<file path="src/rtl/led_sequencer_ctrl_pkg.sv">
// led_seq_pkg: shared state type, direction constants and address-advance rule
// Exports: seq_state_t, DIR_UP/DIR_DOWN, MAX_ADDR_W, next_addr(addr, last, dir)
package led_seq_pkg;
    typedef enum logic [2:0] {IDLE, RUN, PAUSED, FETCH, LOAD} seq_state_t;
    localparam logic DIR_UP = 1'b0;
    localparam logic DIR_DOWN = 1'b1;
    localparam int MAX_ADDR_W = 16;
    // An address above last (last_addr shrank) counts as "at or past the end" and wraps to 0 going up.
    function automatic logic [MAX_ADDR_W-1:0] next_addr(input logic [MAX_ADDR_W-1:0] addr,
                                                        input logic [MAX_ADDR_W-1:0] last,
                                                        input logic dir);
        return (dir == DIR_UP) ? ((addr >= last) ? '0 : addr + 1'b1) : ((addr == '0) ? last : addr - 1'b1);
    endfunction
endpackage

</file>
<file path="src/rtl/led_sequencer_ctrl_if.sv">
// led_seq_if: control pulses, pattern-memory bus and LED/status outputs of the sequencer
// master: drives start/pause/step/stop/dir/last_addr/mem_data; slave: drives mem_rd/mem_addr/leds/tick/busy
interface led_seq_if #(parameter int ADDR_W = 4, parameter int DATA_W = 8);
    logic              start;
    logic              pause;
    logic              step;
    logic              stop;
    logic              dir;
    logic [ADDR_W-1:0] last_addr;
    logic              mem_rd;
    logic [ADDR_W-1:0] mem_addr;
    logic [DATA_W-1:0] mem_data;
    logic [DATA_W-1:0] leds;
    logic              tick;
    logic              busy;
    modport master (output start, pause, step, stop, dir, last_addr, mem_data,
                    input  mem_rd, mem_addr, leds, tick, busy);
    modport slave  (input  start, pause, step, stop, dir, last_addr, mem_data,
                    output mem_rd, mem_addr, leds, tick, busy);
endinterface

</file>
<file path="src/rtl/led_sequencer_ctrl_tick_prescaler.sv">
// tick_prescaler: clock-enable generator, one-cycle tick every TICK_DIV enabled cycles
// Ports: sys_clock, reset_n (async, active-low), en (count), clr (sync clear, wins over en), tick (terminal pulse)
module tick_prescaler #(parameter int TICK_DIV = 75_000_000) (
    input  logic sys_clock,
    input  logic reset_n,
    input  logic en,
    input  logic clr,
    output logic tick
);
    localparam int CNT_W = $clog2(TICK_DIV);
    localparam logic [CNT_W-1:0] CNT_LAST = CNT_W'(TICK_DIV - 1);
    logic [CNT_W-1:0] r_cnt;
    always_ff @(posedge sys_clock or negedge reset_n)
        if (!reset_n) r_cnt <= '0;
        else if (clr) r_cnt <= '0;
        else if (en) r_cnt <= (r_cnt == CNT_LAST) ? '0 : r_cnt + 1'b1;
    // Gated by en so a count frozen at the terminal value never emits a stuck tick.
    assign tick = en && (r_cnt == CNT_LAST);
endmodule

</file>
<file path="src/rtl/led_sequencer_ctrl.sv">
// led_sequencer_ctrl: steps the LED pattern memory at a prescaled rate and latches each pattern onto the LEDs
// Ports: sys_clock, reset_n (async, active-low), bus (led_seq_if.slave: control pulses, dir, last_addr,
//        mem_rd/mem_addr/mem_data memory bus, leds, tick, busy)
module led_sequencer_ctrl
    import led_seq_pkg::*;
#(
    parameter int TICK_DIV = 75_000_000,
    parameter int ADDR_W   = 4,
    parameter int DATA_W   = 8
) (
    input  logic       sys_clock,
    input  logic       reset_n,
    led_seq_if.slave   bus
);
    seq_state_t        r_state, w_state, r_run_mode, w_run_mode;
    logic [ADDR_W-1:0] r_addr, w_addr, w_adv;
    logic [DATA_W-1:0] r_leds, w_leds;
    logic              w_en, w_clr, w_tick;
    assign w_adv = ADDR_W'(next_addr(MAX_ADDR_W'(r_addr), MAX_ADDR_W'(bus.last_addr), bus.dir));
    // The prescaler keeps running through a fetch issued from RUN so the tick period is unaffected.
    assign w_en  = (r_state == RUN) || ((r_state == FETCH || r_state == LOAD) && r_run_mode == RUN);
    assign w_clr = bus.stop || (r_state == IDLE);
    tick_prescaler #(.TICK_DIV(TICK_DIV)) u_prescaler (
        .sys_clock(sys_clock),
        .reset_n(reset_n),
        .en(w_en),
        .clr(w_clr),
        .tick(w_tick)
    );
    always_comb begin
        w_state    = r_state;
        w_run_mode = r_run_mode;
        w_addr     = r_addr;
        w_leds     = r_leds;
        if (bus.stop) begin
            w_state    = IDLE;
            w_run_mode = RUN;
            w_addr     = '0;
            w_leds     = '0;
        end else begin
            unique case (r_state)
                IDLE: if (bus.start) begin
                    w_state    = FETCH;
                    w_run_mode = RUN;
                    w_addr     = (bus.dir == DIR_DOWN) ? bus.last_addr : '0;
                end
                RUN: if (bus.pause) w_state = PAUSED;
                    else if (w_tick) begin
                        w_state = FETCH;
                        w_addr  = w_adv;
                    end
                PAUSED: if (bus.start) begin
                        w_state    = RUN;
                        w_run_mode = RUN;
                    end else if (bus.step) begin
                        w_state    = FETCH;
                        w_run_mode = PAUSED;
                        w_addr     = w_adv;
                    end
                FETCH: begin
                    w_state    = LOAD;
                    w_run_mode = (bus.pause && r_run_mode == RUN) ? PAUSED : r_run_mode;
                end
                LOAD: begin
                    w_leds     = bus.mem_data;
                    w_run_mode = (bus.pause && r_run_mode == RUN) ? PAUSED : r_run_mode;
                    w_state    = w_run_mode;
                end
                default: w_state = IDLE;
            endcase
        end
    end
    always_ff @(posedge sys_clock or negedge reset_n)
        if (!reset_n) begin
            r_state    <= IDLE;
            r_run_mode <= RUN;
            r_addr     <= '0;
            r_leds     <= '0;
        end else begin
            r_state    <= w_state;
            r_run_mode <= w_run_mode;
            r_addr     <= w_addr;
            r_leds     <= w_leds;
        end
    assign bus.mem_rd   = (r_state == FETCH);
    assign bus.mem_addr = r_addr;
    assign bus.leds     = r_leds;
    assign bus.tick     = w_tick;
    assign bus.busy     = (r_state != IDLE);
endmodule

</file>
<file path="src/flat_wrapper.sv">
// flat-port wrapper written by rule: the top's interface ports become plain ports
module led_sequencer_ctrl_flat import led_seq_pkg::*;
#(
    parameter int TICK_DIV = 75_000_000,
    parameter int ADDR_W   = 4,
    parameter int DATA_W   = 8
)
  (sys_clock, reset_n, bus_start, bus_pause, bus_step, bus_stop, bus_dir, bus_last_addr, bus_mem_data, bus_mem_rd, bus_mem_addr, bus_leds, bus_tick, bus_busy);
  led_seq_if #(.ADDR_W(ADDR_W), .DATA_W(DATA_W)) bus_i ();
  input  logic sys_clock;
  input  logic reset_n;
  input wire logic [$bits(bus_i.start)-1:0] bus_start;
  input wire logic [$bits(bus_i.pause)-1:0] bus_pause;
  input wire logic [$bits(bus_i.step)-1:0] bus_step;
  input wire logic [$bits(bus_i.stop)-1:0] bus_stop;
  input wire logic [$bits(bus_i.dir)-1:0] bus_dir;
  input wire logic [$bits(bus_i.last_addr)-1:0] bus_last_addr;
  input wire logic [$bits(bus_i.mem_data)-1:0] bus_mem_data;
  output wire logic [$bits(bus_i.mem_rd)-1:0] bus_mem_rd;
  output wire logic [$bits(bus_i.mem_addr)-1:0] bus_mem_addr;
  output wire logic [$bits(bus_i.leds)-1:0] bus_leds;
  output wire logic [$bits(bus_i.tick)-1:0] bus_tick;
  output wire logic [$bits(bus_i.busy)-1:0] bus_busy;
  assign bus_i.start = bus_start;
  assign bus_i.pause = bus_pause;
  assign bus_i.step = bus_step;
  assign bus_i.stop = bus_stop;
  assign bus_i.dir = bus_dir;
  assign bus_i.last_addr = bus_last_addr;
  assign bus_i.mem_data = bus_mem_data;
  assign bus_mem_rd = bus_i.mem_rd;
  assign bus_mem_addr = bus_i.mem_addr;
  assign bus_leds = bus_i.leds;
  assign bus_tick = bus_i.tick;
  assign bus_busy = bus_i.busy;
  led_sequencer_ctrl #(.TICK_DIV(TICK_DIV), .ADDR_W(ADDR_W), .DATA_W(DATA_W)) u_core (.sys_clock(sys_clock), .reset_n(reset_n), .bus(bus_i));
endmodule
</file>
<file path="config.mk">
export PLATFORM = sky130hd
export DESIGN_NAME = led_sequencer_ctrl_flat
export DESIGN_NICKNAME = d
export VERILOG_FILES = /design/src/rtl/led_sequencer_ctrl_pkg.sv /design/src/rtl/led_sequencer_ctrl_if.sv /design/src/rtl/led_sequencer_ctrl_tick_prescaler.sv /design/src/rtl/led_sequencer_ctrl.sv /design/src/flat_wrapper.sv
export SDC_FILE = /design/constraint.sdc
export NUM_CORES = 1
export LEC_CHECK = 0
export ABC_AREA = 1
export CAP_MARGIN = 25
export CORE_ASPECT_RATIO = 0.8
export CORE_UTILIZATION = 50
export CTS_CLUSTER_SIZE = 16
export DETAILED_ROUTE_END_ITERATION = 7
export GPL_TIMING_DRIVEN = 0
export PLACE_DENSITY = 0.72
export SLEW_MARGIN = 40
export SYNTH_ARGS = -nofsm -noshare
export SYNTH_HDL_FRONTEND = slang
export SYNTH_SLANG_ARGS = --single-unit
</file>
<file path="constraint.sdc">
create_clock -name sys_clock -period 4.8 [get_ports sys_clock]
set_clock_uncertainty 0.15 [all_clocks]
set_input_delay 0.96 -clock sys_clock [delete_from_list [all_inputs] [get_ports sys_clock]]
set_output_delay 0.96 -clock sys_clock [all_outputs]
set_load 0.005 [all_outputs]
</file>
# ---- Word-level counts from Yosys, hierarchy flattened
# Cells that the tools add are included.
# Widths: inputs -> output; s select.
dict set report op_classes {
  addsub 3
  magnitude_cmp 1
  eq_ne 13
  mux 29
  n_reduce_logical 17
}
# operator count
set op_table {}
lappend op_table {{$mux 27} 3}
lappend op_table {{$mux 4} 10}
lappend op_table {{$mux 3} 11}
lappend op_table {{$add 27x1->27 const B} 1}
lappend op_table {{$eq 27x27->1 const B} 1}
lappend op_table {{$mux 8} 2}
lappend op_table {{$ne 3x3->1 const B} 5}
lappend op_table {{$pmux 3 s5} 1}
lappend op_table {{$pmux 4 s3} 1}
lappend op_table {{$pmux 3 s3} 1}
lappend op_table {{$ne 4x4->1 const B} 2}
lappend op_table {{$reduce_bool 4->1} 2}
lappend op_table {{$eq 3x1->1 const B} 2}
lappend op_table {{$eq 3x2->1 const B} 2}
lappend op_table {{$reduce_and 3->1} 2}
lappend op_table {{$reduce_and 6->1} 1}
lappend op_table {{$add 4x1->4 const B} 1}
lappend op_table {{$ge 4x4->1} 1}
lappend op_table {{$logic_not 4->1} 1}
lappend op_table {{$reduce_bool 2->1} 2}
lappend op_table {{$sub 4x1->4 const B} 1}
lappend op_table {{$eq 3x3->1 const B} 1}
lappend op_table {{$logic_and 1x1->1} 3}
lappend op_table {{$logic_not 3->1} 1}
lappend op_table {{3 further kinds} 5}
dict set report totals {
  reg_bits 45
  inputBits 19
  output_inout_bits 15
  wordCells 68
}

# ---- Longest topological paths before layout
# Gate-level depths: netlist of the first run.
dict set report depth {
  ltp_word 9
  ltp_mapped 12
  depth_no_buf 12
}

# ---- Hierarchy
# A second synthesis of the first run with hierarchy kept.
dict set report unflattened {
  hier_cells 454
  hier_area_um2 3047.9
}
# mod instances cells_each area_per_inst_um2 seq_area_each_um2
set modules_own_cells {}
lappend modules_own_cells {tick_prescaler 1 259 1731.7 675.6}
lappend modules_own_cells {led_sequencer_ctrl 1 195 1316.3 451.7}

# ---- Worst setup path after synthesis of the first run
# OpenSTA, ideal clock, no wires.
dict set report synth_timing {
  kind {flip-flop to output port}
  from {register u_core.u_prescaler.r_cnt[0]}
  to {output port bus_tick}
  arrival_ps 1144
  required_ps 3690
  slack_ps 2546
  stages_incl_launch_ff 7
  path_buffers 0
  path_cell_list {dfrtp_1 > ha_1 > nand2_1 > nand3b_4 > nor2_1 > nand4_1 > nor2_1}
}
dict set report synth_via {
  elab_chain_cells 2
}
# item line_no
set synth_rtl {}
lappend synth_rtl {{start: declaration} led_sequencer_ctrl_tick_prescaler.sv:12} ;# logic [CNT_W-1:0] r_cnt;
lappend synth_rtl {{start signal: assignment} led_sequencer_ctrl_tick_prescaler.sv:16} ;# else if (en) r_cnt <= (r_cnt == CNT_LAST) ? '0 : r_cnt + 1'b1;
lappend synth_rtl {{$eq 27x27->1} led_sequencer_ctrl_tick_prescaler.sv:18} ;# assign tick = en && (r_cnt == CNT_LAST);
lappend synth_rtl {{$logic_and 1x1->1} led_sequencer_ctrl_tick_prescaler.sv:18}
lappend synth_rtl {{end: declaration} flat_wrapper.sv:22} ;# output wire logic [$bits(bus_i.tick)-1:0] bus_tick;
# Every way passes these cells.

# ---- Worst setup path in the final report of the first run
# Same ends and word-level chain as after synthesis.

==> results.rst, run 1 <==
.. list-table::
   :header-rows: 1

   * - Metric
     - Value
   * - Die extent in x
     - 91.68 um
   * - Commonest non-fill, non-tap cell in the layout
     - sky130_fd_sc_hd__nand2_1
   * - Post-detailed-route DRC marker count
     - 0
   * - Overflow left after global routing
     - 0
   * - Synthesized netlist net count
     - 507
   * - H-tree Lvls
     - 2
   * - Post-CTS clock slew at the launch and capture registers of the worst setup and hold paths
     - 0.09 ns
   * - Hold violation total from the final report
     - 0
   * - Number of setup violations in the final report
     - 0
   * - Proportion of power drawn by the clock network
     - 27.6%
   * - Achievable frequency
     - 301.7 MHz
   * - Post-CTS Hold Fix Bufs
     - 0
   * - Mean instance size in the synthesized netlist
     - 6.688 um^2
   * - Layout Area Growth over Synthesis
     - 17.23%
   * - Buffers on Ports
     - 32
   * - Netlist Area Pre-Place
     - 3217 um^2
   * - Number of warnings reported in the yosys synthesis log
     - 0
   * - Sw Ratio
     - 36.06%
   * - Net switching power of the design
     - 0.3934 mW
   * - Pin count of the biggest net entering global routing
     - 32
   * - RePlAce Congestion
     - 0.9889
   * - Sink Count
     - 45
   * - Period Utilization, post-route
     - 69.06%
   * - Setup slack of the most critical reg-to-reg path
     - 2.62 ns
   * - Global-route usage over all layers
     - 26.51%
   * - Critical Path Sink Type
     - output port
   * - Initial standard-cell utilization of the core
     - 53.01%
   * - Cell count after synthesis
     - roughly 480
   * - Crit path required time
     - 3.69 ns
   * - Fraction of final layout cells sized beyond drive strength 1
     - 7.471%
   * - Slack of the critical path
     - around 1.5 ns
   * - Sequential cell fraction of total power
     - roughly two fifths
   * - Power density of the placed cells
     - 289.3 nW/um^2
   * - Classification of the worst setup path
     - register to output port
   * - Outcome
     - complete, no violations
   * - Total CTS buffers
     - 5
   * - Max capacitance violation total
     - 0
   * - DP Wirelength
     - 6.457 mm
   * - Reg2reg path depth
     - 9
   * - Number of antenna violations at the first check in global routing
     - 0
   * - Share of power burned in combinational logic
     - 33.2%
   * - Start of the worst register-to-register path
     - u_core.u_prescaler.r_cnt[0]$_DFFE_PN0P_
   * - Final max-slew violation count
     - 0
   * - Setup bufs post-CTS
     - 0
   * - Number of fill cells in the layout
     - 592
   * - Number of gates given a new drive strength after cts
     - 0
   * - Die H
     - between 70 and 80 um
   * - Peak fanout along the critical path
     - 5
   * - Detailed-routing iteration count for the pre-antenna-repair pass
     - 6
   * - Routed wire length per instance
     - roughly 14 um
   * - Total number of placement rows
     - 25
   * - Count of distinct cell types in the synthesized netlist
     - 35
   * - Setup_tns
     - 0 ns
   * - Via count
     - between 3,000 and 4,000
   * - Detailed router's first-iteration violation count
     - 270
   * - RSZ-0062 raised after global routing
     - false
   * - Shortest clock period the worst path allows after layout
     - 3.315 ns
   * - Most frequent cells in the layout
     - sky130_fd_sc_hd__nand2_1 (129), sky130_fd_sc_hd__inv_1 (67), sky130_fd_sc_hd__nand3_1 (59)
   * - Setup Slack @ Placement
     - roughly 1.8 ns
   * - First-pass GRT wire length
     - 13.85 mm
   * - Transition at the pin with the smallest max-transition slack
     - approximately 0.46 ns
   * - Area of the placeable core
     - 6068 um^2
   * - Floorplan die area
     - a little under 7000 um^2
   * - Clock tree from TritonCTS
     - built
   * - Clock latency on the worst-skew pair
     - 0.31 ns
   * - Number of diodes
     - 0
   * - HP Class
     - primary input to asynchronous set/reset pin
   * - Arrival time of data at the critical path endpoint
     - 2.20 ns
   * - Worst vdd rail ir drop
     - between 0.1 and 0.15 mV
   * - Internal power
     - approximately 0.70 mW
   * - Maximum clock insertion buffer count
     - 2
   * - Post-detailed-routing wire length
     - 8.528 mm
   * - Leakage component of the power
     - 1.775 nW
   * - NumNets Final
     - 547
   * - Startpoint type of the worst setup path
     - register
   * - Post-detailed-route via-to-cell ratio
     - about 5.6
   * - Root Buffer Master
     - sky130_fd_sc_hd__clkbuf_8
   * - RR Endpoint
     - u_core.u_prescaler.r_cnt[0]$_DFFE_PN0P_
   * - Worst relative slew slack
     - 68.74%
   * - Tot Pwr
     - 1.091 mW
   * - IO Count
     - 34
   * - Hold Slack
     - 0.3375 ns
   * - Number of storage elements in the synthesis netlist
     - 45
   * - Vias in the first global route
     - 2,906
   * - Number of antenna-violating nets in the routed design
     - 0
   * - Sequential cell area fraction in the yosys report
     - 35.04%
==> power by group through the flow <==
stage               clock [mW]  combinational, mW  sequential [mW]
floorplan                    0              0.242            0.431
global placement             0              0.346            0.436
detailed placement           0              0.357            0.436
CTS                      0.305              0.360            0.429
global route             0.319              0.405            0.433
finish                   0.301              0.362            0.428
==> layout make-up <==
cell class | instances | area [um^2] | share of cell area (%)
buffer | 9 | 57.56 | 1.526
tap | 81 | 101.3 | 2.687
timing repair buffer | 33 | 337.8 | 8.958
multi-input combinational | 354 | 1758 | 46.62
clock buffer | 5 | 68.82 | 1.825
clock inverter | 3 | 46.29 | 1.228
sequential | 45 | 1127 | 29.89
inverter | 73 | 274.0 | 7.266
==> cells in the mapped netlist <==
master / number / share of area [%]
sky130_fd_sc_hd__o21bai_1: 1 / 0.23
sky130_fd_sc_hd__nand3b_4: 1 / 0.62
sky130_fd_sc_hd__a31oi_1: 1 / 0.19
sky130_fd_sc_hd__nand4_1: 21 / 4.1
sky130_fd_sc_hd__and3_1: 1 / 0.19
sky130_fd_sc_hd__clkbuf_1: 2 / 0.23
sky130_fd_sc_hd__nand2_1: 129 / 15
sky130_fd_sc_hd__nand3_2: 1 / 0.31
sky130_fd_sc_hd__nand2_2: 4 / 0.78
sky130_fd_sc_hd__buf_6: 2 / 0.70
sky130_fd_sc_hd__nor2_2: 2 / 0.39
sky130_fd_sc_hd__ha_1: 7 / 2.7
sky130_fd_sc_hd__a21oi_4: 1 / 0.51
sky130_fd_sc_hd__dfrtp_1: 44 / 34
sky130_fd_sc_hd__dfstp_2: 1 / 0.82
sky130_fd_sc_hd__a21oi_1: 24 / 3.7
sky130_fd_sc_hd__nor2_1: 43 / 5.0
sky130_fd_sc_hd__nand4_2: 1 / 0.39
sky130_fd_sc_hd__o21ai_1: 14 / 2.2
sky130_fd_sc_hd__buf_4: 1 / 0.23
sky130_fd_sc_hd__o211ai_1: 2 / 0.47
sky130_fd_sc_hd__nor3_1: 14 / 2.2
sky130_fd_sc_hd__nand3_1: 59 / 9.2
sky130_fd_sc_hd__mux2i_1: 1 / 0.31
sky130_fd_sc_hd__o31ai_1: 1 / 0.23
sky130_fd_sc_hd__clkinv_1: 1 / 0.12
sky130_fd_sc_hd__inv_2: 5 / 0.58
sky130_fd_sc_hd__nor2_4: 2 / 0.70
sky130_fd_sc_hd__xor2_1: 6 / 1.6
sky130_fd_sc_hd__nor4_1: 2 / 0.39
sky130_fd_sc_hd__inv_1: 67 / 7.8
sky130_fd_sc_hd__buf_2: 4 / 0.62
sky130_fd_sc_hd__nand2_4: 1 / 0.35
sky130_fd_sc_hd__nor3_2: 3 / 0.93
sky130_fd_sc_hd__o21ai_0: 12 / 1.9
==> sequential cells by signal, indices dropped and copies added, names as in the netlist <==
register and cells:
u_core.r_run_mode 3, u_core.r_state 3, u_core.u_prescaler.r_cnt 27, u_core.bus.leds 8
u_core.bus.mem_addr 4
==> logic make-up after synthesis <==
logic type               after synthesis  share of synthesized area (%)
AO/OA/AOI/OAI                         56                          9.413
AND/OR/NAND/NOR                      284                          40.57
buffers and inverters                 82                          10.31
flip-flops                            45                          35.05
multiplexers                           1                         0.3112
XOR/XNOR                               6                          1.634
adder cells (fa/ha/maj)                7                          2.723
==> stage by stage <==
stage / instances / util (%) / instance area (um^2)
6_report: 603 / 62.14 / 3771
5_1_grt: 603 / 62.14 / 3771
4_1_cts: 603 / 62.14 / 3771
3_5_place_dp: 595 / 60.25 / 3656
3_3_place_gp: 594 / 59.96 / 3638
2_1_floorplan: 481 / - / 3217
==> worst max-delay path, stage by stage, from the launching register on <==
cell and delay, ns:
sky130_fd_sc_hd__dfrtp_1 0.39, sky130_fd_sc_hd__ha_1 0.25, sky130_fd_sc_hd__nand2_1 0.15, sky130_fd_sc_hd__nand3b_4 0.21, sky130_fd_sc_hd__nor2_1 0.11, sky130_fd_sc_hd__nand4_1 0.12, sky130_fd_sc_hd__nor2_1 0.14, sky130_fd_sc_hd__clkdlybuf4s50_1 0.52
==> worst max-delay path by stage <==
stage	from	to	cells past startpoint
2_1_floorplan	u_core.u_prescaler.r_cnt[0]$_DFFE_PN0P_	bus_tick	6
4_1_cts	u_core.u_prescaler.r_cnt[0]$_DFFE_PN0P_	bus_tick	7
5_1_grt	u_core.u_prescaler.r_cnt[0]$_DFFE_PN0P_	bus_tick	7
3_5_place_dp	u_core.u_prescaler.r_cnt[0]$_DFFE_PN0P_	bus_tick	7
6_report	u_core.u_prescaler.r_cnt[0]$_DFFE_PN0P_	bus_tick	7
3_3_place_gp	reset_n	u_core.bus.leds[2]$_DFFE_PN0P_	1
==> metal layers <==
layer | vias up | track usage (%) | part of all wire, %
met5 | - | 0 | 0
met4 | 0 | 7.584 | 1.3
met3 | 9 | 4.555 | 8.0
met2 | 156 | 37.59 | 41
met1 | 1534 | 40.81 | 50
li1 | 1652 | - | -
(Power assumes the default switching activity.)
==> run 2, diff against run 1 <==
- PLACE_DENSITY: 0.72 -> 0.75
- clock period: 4.8 -> 3 ns (I/O delays scaled with it)
==> run 2 against run 1 <==
Against the previous run:
- sequential cell count stayed put
- register-to-register slack worse by 1.7 ns
- wire length is 1.7% higher
- worst setup slack worse by 1.4 ns
- sequential power is 61% higher
- cell area stayed put
- largest cell class unchanged
- utilization stayed put
- sequential share of layout area stayed put
- critical path depth stayed put
- clock power is 28% higher
- non-clock buffer count is 3 higher
- largest power group unchanged
- die area stayed put
==> results.rst, run 2 (synthesized netlist as in run 1, its figures left out) <==
.. list-table::
   :header-rows: 1

   * - Metric
     - Value
   * - Final max-slew violation count
     - 0
   * - Startpoint type of the worst setup path
     - register
   * - Tot Pwr
     - 1.670 mW
   * - Number of cells traversed by the worst hold path
     - 2
   * - Via count
     - 3,477
   * - Pin count of the biggest net entering global routing
     - 31
   * - Library cell appearing most often on the critical path
     - sky130_fd_sc_hd__nor2_1
   * - Worst vdd rail ir drop
     - ~0.2 mV
   * - Register with the most flip-flops
     - u_core.u_prescaler.r_cnt
   * - Sink Count
     - 45
   * - Max capacitance violation total
     - 0
   * - Fraction of final layout cells sized beyond drive strength 1
     - under 10%
   * - CP peak stage delay
     - 0.52 ns
   * - Placed cell count
     - 595
   * - Number of cells in the finished layout apart from fillers
     - 606
   * - HP Start
     - u_core.u_prescaler.r_cnt[25]$_DFFE_PN0P_
   * - Number of diodes
     - 0
   * - Post-detailed-route via-to-cell ratio
     - 5.738
   * - Worst relative slew slack
     - 64.26%
   * - Root Buffer Master
     - sky130_fd_sc_hd__clkbuf_8
   * - Setup Slack @ Placement
     - roughly 0.38 ns
   * - Crit path required time
     - roughly 2.3 ns
   * - Cell-by-cell trace of the critical path
     - ha_2, nand2_1, nand3b_4, nor2_1, nand4_1, nor2_1, clkdlybuf4s50_1
   * - Total buffers and inverters traversed by the critical path
     - 1
   * - Multi-input gate area in the final layout
     - around 1800 um^2
   * - Detailed-routing iteration count for the pre-antenna-repair pass
     - 6
   * - Overflow left after global routing
     - 0
   * - H-tree Lvls
     - 2
   * - Power density of the placed cells
     - 442.7 nW/um^2
   * - Reg2reg path depth
     - 9
   * - Period Utilization, post-route
     - 96.65%
   * - Setup slack of the most critical reg-to-reg path
     - 0.95 ns
   * - Layout Area Growth over Synthesis
     - 17.23%
   * - Achievable frequency
     - 344.9 MHz
   * - RR Endpoint
     - u_core.u_prescaler.r_cnt[26]$_DFFE_PN0P_
   * - Vias in the first global route
     - 2,945
   * - IO Count
     - 34
   * - Destination of the worst hold path
     - u_core.u_prescaler.r_cnt[25]$_DFFE_PN0P_
   * - RSZ-0062 raised after global routing
     - false
   * - Arrival time of data at the critical path endpoint
     - 2.15 ns
   * - Critical Path Sink Type
     - output port
   * - Transition at the pin with the smallest max-transition slack
     - between 0.5 and 0.6 ns
   * - Number of antenna-violating nets in the routed design
     - 0
   * - Slack of the critical path
     - between 0.1 and 0.15 ns
   * - Number of setup violations in the final report
     - 0
   * - Clock tree from TritonCTS
     - built
   * - Sequential cell area
     - 1127 um^2
   * - Die extent in x
     - between 90 and 100 um
   * - Setup_tns
     - 0 ns
   * - Number of flip-flops in the largest register
     - 27
   * - NumNets Final
     - 550
   * - First-pass GRT wire length
     - approximately 14 mm
   * - Most frequent cells in the layout
     - sky130_fd_sc_hd__nand2_1 (129), sky130_fd_sc_hd__inv_1 (67), sky130_fd_sc_hd__nand3_1 (59)
   * - Cell type group with the largest total delay on the critical path
     - simple AND/OR/NAND/NOR gates
   * - Peak fanout along the critical path
     - 5
   * - Commonest non-fill, non-tap cell in the layout
     - sky130_fd_sc_hd__nand2_1
   * - Shortest clock period the worst path allows after layout
     - 2.899 ns
   * - RePlAce Congestion
     - 1.040
   * - HP Class
     - register to register
   * - Critical Path Slowest Stage Cell
     - sky130_fd_sc_hd__clkdlybuf4s50_1
   * - Hold violation total from the final report
     - 0
   * - Detailed router's first-iteration violation count
     - 457
   * - Area of the placeable core
     - ~6100 um^2
   * - Routed wire length per instance
     - between 10 and 15 um
   * - Total CTS buffers
     - 5
   * - Outcome
     - complete, no violations
   * - Post-detailed-routing wire length
     - a little under 9 mm
   * - Die H
     - 73.74 um
   * - Start of the worst register-to-register path
     - u_core.u_prescaler.r_cnt[0]$_DFFE_PN0P_
   * - Maximum clock insertion buffer count
     - 2
   * - Post-detailed-route DRC marker count
     - 0
   * - Clock latency on the worst-skew pair
     - 0.31 ns
   * - Number of fill cells in the layout
     - approximately 560
   * - Buffers on Ports
     - 32
   * - Number of antenna violations at the first check in global routing
     - 0
   * - Initial standard-cell utilization of the core
     - between 50% and 60%
   * - Post-CTS clock slew at the launch and capture registers of the worst setup and hold paths
     - 0.09 ns
   * - Total number of placement rows
     - 25
   * - Global-route usage over all layers
     - 26.63%
   * - Leakage component of the power
     - 1.770 nW
   * - Hold Slack
     - 0.3706 ns
   * - Floorplan die area
     - 6760 um^2
   * - Beginning of the critical path
     - u_core.u_prescaler.r_cnt[0]$_DFFE_PN0P_
   * - DP Wirelength
     - around 6.7 mm
   * - Classification of the worst setup path
     - register to output port
## run 2: metrics by stage
stage	area, um^2	utilization, %
3_5_place_dp	3656	60.25
4_1_cts	3754	61.86
2_1_floorplan	3217	-
6_report	3771	62.14
3_3_place_gp	3638	59.96
5_1_grt	3771	62.14
## run 2: worst max-delay path by stage
stage,slack (ns),endpoint,cells after the start
3_5_place_dp,0.38,bus_tick,7
5_1_grt,0.02,bus_tick,7
3_3_place_gp,-0.07,u_core.bus.leds[3]$_DFFE_PN0P_,1
4_1_cts,0.03,bus_tick,7
6_report,0.10,bus_tick,7
2_1_floorplan,1.11,bus_tick,6
## run 2: power by group
part / switching (mW) / internal [mW]
Clock: 0.221 / 0.164
Combinational: 0.364 / 0.232
Sequential: 0.0470 / 0.641
Total: 0.632 / 1.04
## run 2: area by class of cell
class,count,area share (%)
Multi-Input combinational cell,354,46.68
Sequential cell,45,29.89
Timing Repair Buffer,36,9.622
Inverter,73,7.266
Tap cell,81,2.687
Clock buffer,6,1.924
Buffer,9,1.526
Clock inverter,2,0.3981
## run 2: metal layers
metal  vias to the layer above  global-route usage, %  wire length, um
met5                         -                      0                0
met4                         0                  8.113              149
met3                        25                  4.762              955
met2                       192                  39.35             3640
met1                      1594                  39.50             3930
li1                       1666                      -                -
## run 2: worst reg2reg max path, stage by stage, from the launching register on
cell	delay, ns
sky130_fd_sc_hd__dfrtp_1	0.39
sky130_fd_sc_hd__ha_2	0.23
sky130_fd_sc_hd__nand2_1	0.13
sky130_fd_sc_hd__nor2_2	0.31
sky130_fd_sc_hd__nand3_1	0.19
sky130_fd_sc_hd__nor3_1	0.26
sky130_fd_sc_hd__nand3_1	0.11
sky130_fd_sc_hd__nand2_1	0.07
sky130_fd_sc_hd__inv_1	0.04
sky130_fd_sc_hd__nor2_1	0.10
## run 2: what timing repair did
item,in CTS,in global routing
endpoints found under the setup margin,0,1
buffers inserted,0,2
gates resized for setup,0,1
hold buffers,1,0
endpoints found under the hold margin,10,0
==> run 3, diff against run 2 <==
- CTS_CLUSTER_SIZE: 16 -> 28
==> results of run 3 <==
Final layout, timing and power as in run 2 (identical DEF).
